**config.mk**
```make
export PLATFORM = sky130hd
export DESIGN_NAME = fifo_word_packer
export DESIGN_NICKNAME = d
export VERILOG_FILES = /design/src/rtl/fifo_pkg.sv /design/src/rtl/fifo_beat_queue.sv /design/src/rtl/fifo_word_packer.sv
export SDC_FILE = /design/constraint.sdc
export NUM_CORES = 1
export LEC_CHECK = 0
export ABC_AREA = 0
export CORE_UTILIZATION = 42
export CTS_BUF_LIST = sky130_fd_sc_hd__clkbuf_8
export CTS_CLUSTER_SIZE = 12
export DETAILED_ROUTE_END_ITERATION = 8
export PLACE_DENSITY = 0.6
export SLEW_MARGIN = 20
export SYNTH_ARGS = -nofsm -noshare
export SYNTH_HDL_FRONTEND = slang
export SYNTH_SLANG_ARGS = --single-unit
```
**constraint.sdc**
```tcl
create_clock -name clk -period 4.7 [get_ports clk]
set_input_delay 1.175 -clock clk [delete_from_list [all_inputs] [get_ports clk]]
set_output_delay 1.175 -clock clk [all_outputs]
set_load 0.005 [all_outputs]
```
**src/rtl/fifo_pkg.sv**
```systemverilog
// Shared defaults and types for the FIFO drain-side word packer.
// Sub-blocks import this to agree on beat layout and FSM encoding.
package fifo_pkg;

    localparam int DEF_IN_WIDTH  = 16;
    localparam int DEF_PACK      = 2;
    localparam int DEF_OUT_WIDTH = DEF_IN_WIDTH * DEF_PACK;

    typedef enum logic {
        ACCUM,
        DRAIN
    } pack_state_e;

    typedef struct packed {
        logic [DEF_OUT_WIDTH-1:0] data;
        logic [DEF_PACK-1:0]      keep;
    } beat_t;

endpackage

```
**src/rtl/fifo_beat_queue.sv**
```systemverilog
// Two-entry valid/ready skid queue of packed beats.
// The occupancy count is exported so the producer can reserve slots.
module fifo_beat_queue
    import fifo_pkg::*;
#(
    parameter type T = beat_t
) (
    input  logic       clk,
    input  logic       rst_n,
    input  logic       push,
    input  T           push_beat,
    output logic       m_valid,
    input  logic       m_ready,
    output T           head,
    output logic [1:0] count
);

    T     mem [2];
    logic wr_ptr;
    logic rd_ptr;
    logic pop;

    assign m_valid = (count != 2'd0);
    assign pop     = m_valid && m_ready;
    assign head    = mem[rd_ptr];

    always_ff @(posedge clk or negedge rst_n) begin
        if (!rst_n) begin
            mem[0] <= '0;
            mem[1] <= '0;
            wr_ptr <= 1'b0;
            rd_ptr <= 1'b0;
            count  <= 2'd0;
        end else begin
            if (push) begin
                mem[wr_ptr] <= push_beat;
                wr_ptr      <= ~wr_ptr;
            end
            if (pop) begin
                rd_ptr <= ~rd_ptr;
            end
            unique case ({push, pop})
                2'b10:   count <= count + 2'd1;
                2'b01:   count <= count - 2'd1;
                default: ;
            endcase
        end
    end

endmodule

```
**src/rtl/fifo_word_packer.sv**
```systemverilog
// Pops FIFO words and packs PACK of them into one wide output beat.
// Flush closes a partial beat and emits it with a truncated keep mask.
module fifo_word_packer
    import fifo_pkg::*;
#(
    parameter int IN_WIDTH = DEF_IN_WIDTH,
    parameter int PACK     = DEF_PACK
) (
    input  logic                     clk,
    input  logic                     rst_n,
    input  logic                     fifo_empty,
    input  logic [IN_WIDTH-1:0]      fifo_data_out,
    output logic                     fifo_rd_en,
    input  logic                     flush,
    output logic                     m_valid,
    input  logic                     m_ready,
    output logic [IN_WIDTH*PACK-1:0] m_data,
    output logic [PACK-1:0]          m_keep,
    output logic                     busy
);

    localparam int OUT_WIDTH = IN_WIDTH * PACK;
    localparam int IW        = $clog2(PACK);
    localparam logic [IW-1:0] LAST = IW'(PACK - 1);

    typedef struct packed {
        logic [OUT_WIDTH-1:0] data;
        logic [PACK-1:0]      keep;
    } lane_beat_t;

    pack_state_e          state;
    logic [IW-1:0]        idx;
    logic [IW-1:0]        issue_lane;
    logic                 rd_pend;
    logic                 run;
    logic [OUT_WIDTH-1:0] acc;
    logic [OUT_WIDTH-1:0] acc_cap;
    logic [PACK-1:0]      part_keep;
    logic [1:0]           out_cnt;
    logic                 last_inflight;
    logic                 reserve_ok;
    logic                 cap_last;
    logic                 drain_partial;
    logic                 flush_take;
    logic                 push;
    lane_beat_t           push_beat;
    lane_beat_t           head;

    always_comb begin
        issue_lane = idx;
        if (rd_pend) begin
            issue_lane = (idx == LAST) ? '0 : idx + 1'b1;
        end
    end

    // A last-lane read only issues if its beat is guaranteed a queue slot.
    assign last_inflight = rd_pend && (idx == LAST);
    assign reserve_ok    = (out_cnt == 2'd0) ||
                           (out_cnt == 2'd1 && !last_inflight);

    assign fifo_rd_en = run && (state == ACCUM) && !fifo_empty &&
                        ((issue_lane != LAST) || reserve_ok);

    always_comb begin
        acc_cap = acc;
        if (rd_pend) begin
            acc_cap[idx*IN_WIDTH +: IN_WIDTH] = fifo_data_out;
        end
    end

    always_comb begin
        part_keep = '0;
        for (int k = 0; k < PACK; k++) begin
            part_keep[k] = (k < int'(idx));
        end
    end

    assign cap_last      = rd_pend && (idx == LAST);
    assign drain_partial = (state == DRAIN) && !rd_pend &&
                           (idx != '0) && (out_cnt != 2'd2);
    assign flush_take    = (state == ACCUM) && flush &&
                           !((idx == '0) && !rd_pend && !fifo_rd_en);

    assign push           = cap_last || drain_partial;
    assign push_beat.data = cap_last ? acc_cap : acc;
    assign push_beat.keep = cap_last ? {PACK{1'b1}} : part_keep;

    always_ff @(posedge clk or negedge rst_n) begin
        if (!rst_n) begin
            state   <= ACCUM;
            idx     <= '0;
            rd_pend <= 1'b0;
            run     <= 1'b0;
            acc     <= '0;
        end else begin
            run     <= 1'b1;
            rd_pend <= fifo_rd_en;
            if (cap_last || drain_partial) begin
                idx <= '0;
                acc <= '0;
            end else if (rd_pend) begin
                idx <= idx + 1'b1;
                acc <= acc_cap;
            end
            unique case (state)
                ACCUM: begin
                    if (flush_take) state <= DRAIN;
                end
                DRAIN: begin
                    if (cap_last ||
                        (!rd_pend && ((idx == '0) || (out_cnt != 2'd2))))
                        state <= ACCUM;
                end
                default: state <= ACCUM;
            endcase
        end
    end

    fifo_beat_queue #(
        .T (lane_beat_t)
    ) u_queue (
        .clk       (clk),
        .rst_n     (rst_n),
        .push      (push),
        .push_beat (push_beat),
        .m_valid   (m_valid),
        .m_ready   (m_ready),
        .head      (head),
        .count     (out_cnt)
    );

    assign m_data = head.data;
    assign m_keep = head.keep;
    assign busy   = (idx != '0) || rd_pend || (out_cnt != 2'd0) ||
                    (state == DRAIN);

endmodule

```
-- Word level (Yosys, flattened, before mapping)
Index checks and enable logic that the tools add are counted.
- logic and storage cells: 85
- flip-flop bits (word level): 108
- bitwise operators: 7
- shift operators: 2
- eq/ne operators: 4
- add/sub/neg operators: 4
- order comparisons: 4
- muxes and demuxes: 20
- reductions and logical operators: 32
- operators by type and width (cell ; count):
    $mux W34 ; 4
    $mux W32 ; 4
    $bwmux W68 ; 1
    $demux W34 S1 ; 1
    $neg A5 Y34 ; 1
    $shift A16 B34 Y32 const A ; 1
    $shiftx A16 B34 Y32 ; 1
    $bwmux W32 ; 1
    $logic_and A1 B1 Y1 ; 15
    $logic_or A1 B1 Y1 ; 8
    $mux W1 ; 6
    $reduce_bool A2 Y1 ; 3
    $logic_not A1 Y1 ; 5
    $not A1 Y1 ; 5
    $eq A2 B1 Y1 const B ; 2
    $ge A2 B2 Y1 const B ; 2
    $not A1 Y2 ; 2
    $pmux W2 S2 ; 1
    $add A2 B1 Y2 const B ; 1
    $eq A2 B2 Y1 const B ; 1
    $logic_not A2 Y1 ; 1
    $lt A2 B1 Y1 const B ; 1
    $mux W2 ; 1
    $ne A2 B2 Y1 const B ; 1
    other kinds (4) ; 4

-- Longest topological paths before layout
- depth after elaboration: 12
- mapped depth: 10
- mapped depth without buffers: 8

-- Cells and area by module
From an unflattened synthesis, not the netlist that was laid out.
- cell total of the unflattened synthesis: 399
- area total of the unflattened synthesis: 5113.7 µm²
- by module, submodules not included (module ; instances ; cells an instance ; seq. area each (µm²) ; area each (µm²)):
    fifo_beat_queue ; 1 ; 196 ; 1801.7 ; 3131.8
    fifo_word_packer ; 1 ; 203 ; 900.9 ; 1981.9

-- Worst setup path after synthesis
No wires, ideal clock.
- path kind: input to output
- start: input port fifo_empty
- end: output port fifo_rd_en
- buffers on the path: 0
- stages: 1
- required time: 3.525 ns
- setup slack: 2.026 ns
- arrival time: 1.499 ns
- cell sequence: nor4_1
- longest elaborated chain between the ends: 3
- ends and longest elaborated chain (item ; RTL line ; text):
    start: declaration ; fifo_word_packer.sv:11 ; input logic fifo_empty,
    $logic_not A1 Y1 ; fifo_word_packer.sv:61 ; assign fifo_rd_en = run && (state == ACCUM) && !fifo_empty &&
    $logic_and A1 B1 Y1 (2 in a row) ; fifo_word_packer.sv:61 ;
    end: declaration ; fifo_word_packer.sv:13 ; output logic fifo_rd_en,
Every way passes these cells.

-- Worst setup path after layout
- start: register idx
- end: output port fifo_rd_en
- longest elaborated chain between the ends: 6
- ends and longest elaborated chain (item ; RTL line ; text):
    start: declaration ; fifo_word_packer.sv:32 ; logic [IW-1:0] idx;
    start signal: assignment ; fifo_word_packer.sv:102 ; idx <= idx + 1'b1;
    $logic_and A1 B1 Y1 ; - ;
    via cap_last ; fifo_word_packer.sv:42 ; logic cap_last;
    $logic_not A1 Y1 ; fifo_word_packer.sv:59 ; (out_cnt == 2'd1 && !last_inflight);
    $logic_and A1 B1 Y1 ; fifo_word_packer.sv:59 ;
    $logic_or A1 B1 Y1 ; fifo_word_packer.sv:58 ; assign reserve_ok = (out_cnt == 2'd0) ||
    $logic_or A1 B1 Y1 ; fifo_word_packer.sv:62 ; ((issue_lane != LAST) || reserve_ok);
    $logic_and A1 B1 Y1 ; fifo_word_packer.sv:61 ;
The timed path passes the listed nets, and every way through them passes these cells.

==> run metrics <==
DRC=0; FF-to-FF End=u_queue.mem[23]$_DFFE_PN0P_; total negative slack=0 ns; DRT antenna net count=0; clock skew=0.0144 ns; Synth Net Count=503; Detailed Route WL=10500 um; total CTS buffers=9; crit-path cells=ha_1, nand2b_1, and3_1, nor4_1, clkdlybuf4s50_1; max_cap viols=0; Yosys warning total=0; Final nets=547; IO Pins=58; CP Launch Type=flop; Syn Inst Count=476; GR Overflow Total=0; later-pin clock latency in the skew report=0.37 ns; CTS tree=built; Max Fanout on Critical Path=8; gr usage total=18.5%; Finished Layout Cells=668; P_leak=2.73 nW; Final Util=50.3%; post-place setup slack=1.05 ns; min cycle time layout=3.75 ns; Avg Inst Size Synth=10.4 um^2; final setup violation count=0; Peak VDD IR=385 uV; element type at the critical path end=output port; Reg clk slew, reported paths=0.10 ns; Reg2Reg Setup Slack=2.18 ns; WHS Endpoint=u_queue.mem[0]$_DFFE_PN0P_; gpl congestion=0.714; core region area=11500 um^2; filler instances=1050; DRT Pass-1 Iters=4; Starting Density=43.3%; commonest cells after routing, fill and taps aside=nand2_1, dfrtp_1, o21ai_0, clkdlybuf4s50_1; DP Cell Count=652; Post-CTS Hold Buffers=0; Final Hold Viols=0; root buf cell=clkbuf_8; FF+latch count, synth=108; synthesized area=4970 um^2; Cell variety after synth=31; Slew Limit Fails=0; initial drt markers=96; I/O Buffers=57; CTS Buffer Depth=2; largest net degree at the start of global routing=48; vias per inst=5.05; commonest non-fill, non-tap cell in the layout=nand2_1; run status=complete, no violations; Setup Buffers After CTS=0; area delta synth->final=16.1%; Hold Path Stages=1; Hold Path Class=reg2reg; Slew Limit Headroom=31.4%; Sinks on Clock Net=108; Die Span X=111 um; register area=2700 um^2; worst slew pin tran=1.02 ns; Min-Delay Startpoint=u_queue.mem[0]$_DFFE_PN0P_; Die Ht=111 um; die area=12300 um^2; layout cells sized above 1=12.4%; Tcrit/Tclk final=79.7%; vias=3373; Worst R2R Start=idx$_DFFE_PN0P_; PwrDens=614 nW/um^2; Setup Crit Path Kind=reg2out; Slowest-stage cell, CP=clkdlybuf4s50_1; area of the multi-input gates=2020 um^2; CTS resizes=0; Final WS setup=0.954 ns; FP Rows=39; f_max=267 MHz; diode count=0; Worst path max stage delay=0.57 ns; CP required=3.52 ns; sequential element share of the synthesized area=54.4%; WL/cell=15.7 um; Arrival @ worst endpoint=2.57 ns; initial antenna violation count=0; R2R depth=4; detailed placer's ending HPWL=6890 um; unrepaired setup endpoints after global routing=false; first-pass GRT wire length=17800 um; H-tree Lvls=3; vias in the first global route=3410
## flip-flops by register name, summed over array words and instances (netlist names)
| name | cells |
|---|---|
| u_queue.rd_ptr | 1 |
| u_queue.count | 2 |
| state | 1 |
| u_queue.wr_ptr | 1 |
| acc | 32 |
| run | 1 |
| rd_pend | 1 |
| u_queue.mem | 68 |
| idx | 1 |
## area by class of cell
class,count,share of cell area (%)
clock buffers,10,2.38
clock inverters,6,1.39
inverters,9,0.585
multi-input cells,328,35.0
flip-flops and latches,108,46.8
well taps,143,3.10
repair buffers,64,10.8
## worst max-delay path, delay by kind of cell (launching register included)
family	cells	cell delay, ns
fa+ha+maj	1	0.47
buf+inv	1	0.57
flops	1	0.46
simple gates	3	0.70
## metrics by stage
| step | hold WS, ns | power [mW] | instance area (um^2) |
|---|---|---|---|
| CTS | 0.473 | 3.59 | 5770 |
| detailed placement | 0.447 | 2.97 | 5550 |
| finish | 0.468 | 3.54 | 5770 |
| floorplan | 0.428 | 2.38 | 4970 |
| global route | 0.501 | 3.82 | 5770 |
| global placement | 0.444 | 2.92 | 5550 |
## kinds of logic after synthesis
logic type                 count (synthesis)  synth area share, %
other                                      1               0.0754
muxes                                     66                 14.4
DFF                                      108                 54.4
AOI/OAI and AO/OA                        105                 11.2
buffers and inverters                     40                 5.34
xor gates and xnor gates                   4                0.705
adders and majority gates                  6                 1.51
and+or+nand+nor                          146                 12.4
## metal layers
layer | wire length (um) | vias to the layer above | GRT usage [%]
li1 | - | 1675 | -
met1 | 5250 | 1630 | 25.9
met2 | 4780 | 59 | 29.2
met3 | 363 | 9 | 3.83
met4 | 103 | 0 | 5.24
met5 | 0 | - | 0
## synth_stat cells
library cell | count | area [um^2]
buf_6 | 7 | 78.8
and4bb_4 | 1 | 16.3
o21ai_0 | 57 | 285
o21ai_2 | 4 | 35.0
clkbuf_1 | 8 | 30.0
conb_1 | 1 | 3.75
a31o_2 | 1 | 8.76
nand2b_1 | 3 | 18.8
and2_1 | 1 | 6.26
xnor2_1 | 3 | 26.3
mux2i_4 | 1 | 22.5
o21ai_1 | 6 | 30.0
nand3_1 | 2 | 10.0
buf_8 | 2 | 30.0
dfrtp_1 | 108 | 2700
nor4_1 | 1 | 6.26
nor2b_1 | 2 | 12.5
buf_4 | 9 | 67.6
mux2_2 | 34 | 383
and3_1 | 1 | 6.26
buf_2 | 5 | 25.0
a21oi_1 | 34 | 170
mux2i_1 | 31 | 310
or2_1 | 1 | 6.26
nand2_8 | 2 | 40.0
o41ai_1 | 1 | 8.76
a22o_1 | 2 | 17.5
inv_1 | 9 | 33.8
xor2_1 | 1 | 8.76
nand2_1 | 132 | 495
ha_1 | 6 | 75.1
## worst max path at each step
| stage | startpoint | end | slack (ns) |
|---|---|---|---|
| 6_report | idx$_DFFE_PN0P_ | fifo_rd_en | 0.95 |
| 5_1_grt | idx$_DFFE_PN0P_ | fifo_rd_en | 0.75 |
| 4_1_cts | idx$_DFFE_PN0P_ | fifo_rd_en | 0.94 |
| 3_5_place_dp | fifo_empty | fifo_rd_en | 1.05 |
| 3_3_place_gp | fifo_empty | fifo_rd_en | 1.05 |
| 2_1_floorplan | fifo_empty | fifo_rd_en | 2.03 |
## where the power goes
| group | internal (mW) | total (mW) | switching (mW) |
|---|---|---|---|
| Sequential | 1.29 | 1.48 | 0.189 |
| Clock | 0.310 | 0.615 | 0.305 |
| Combinational | 0.760 | 1.44 | 0.683 |
| Total | 2.37 | 3.54 | 1.18 |
No activity file was read; power rests on OpenSTA's default activity.
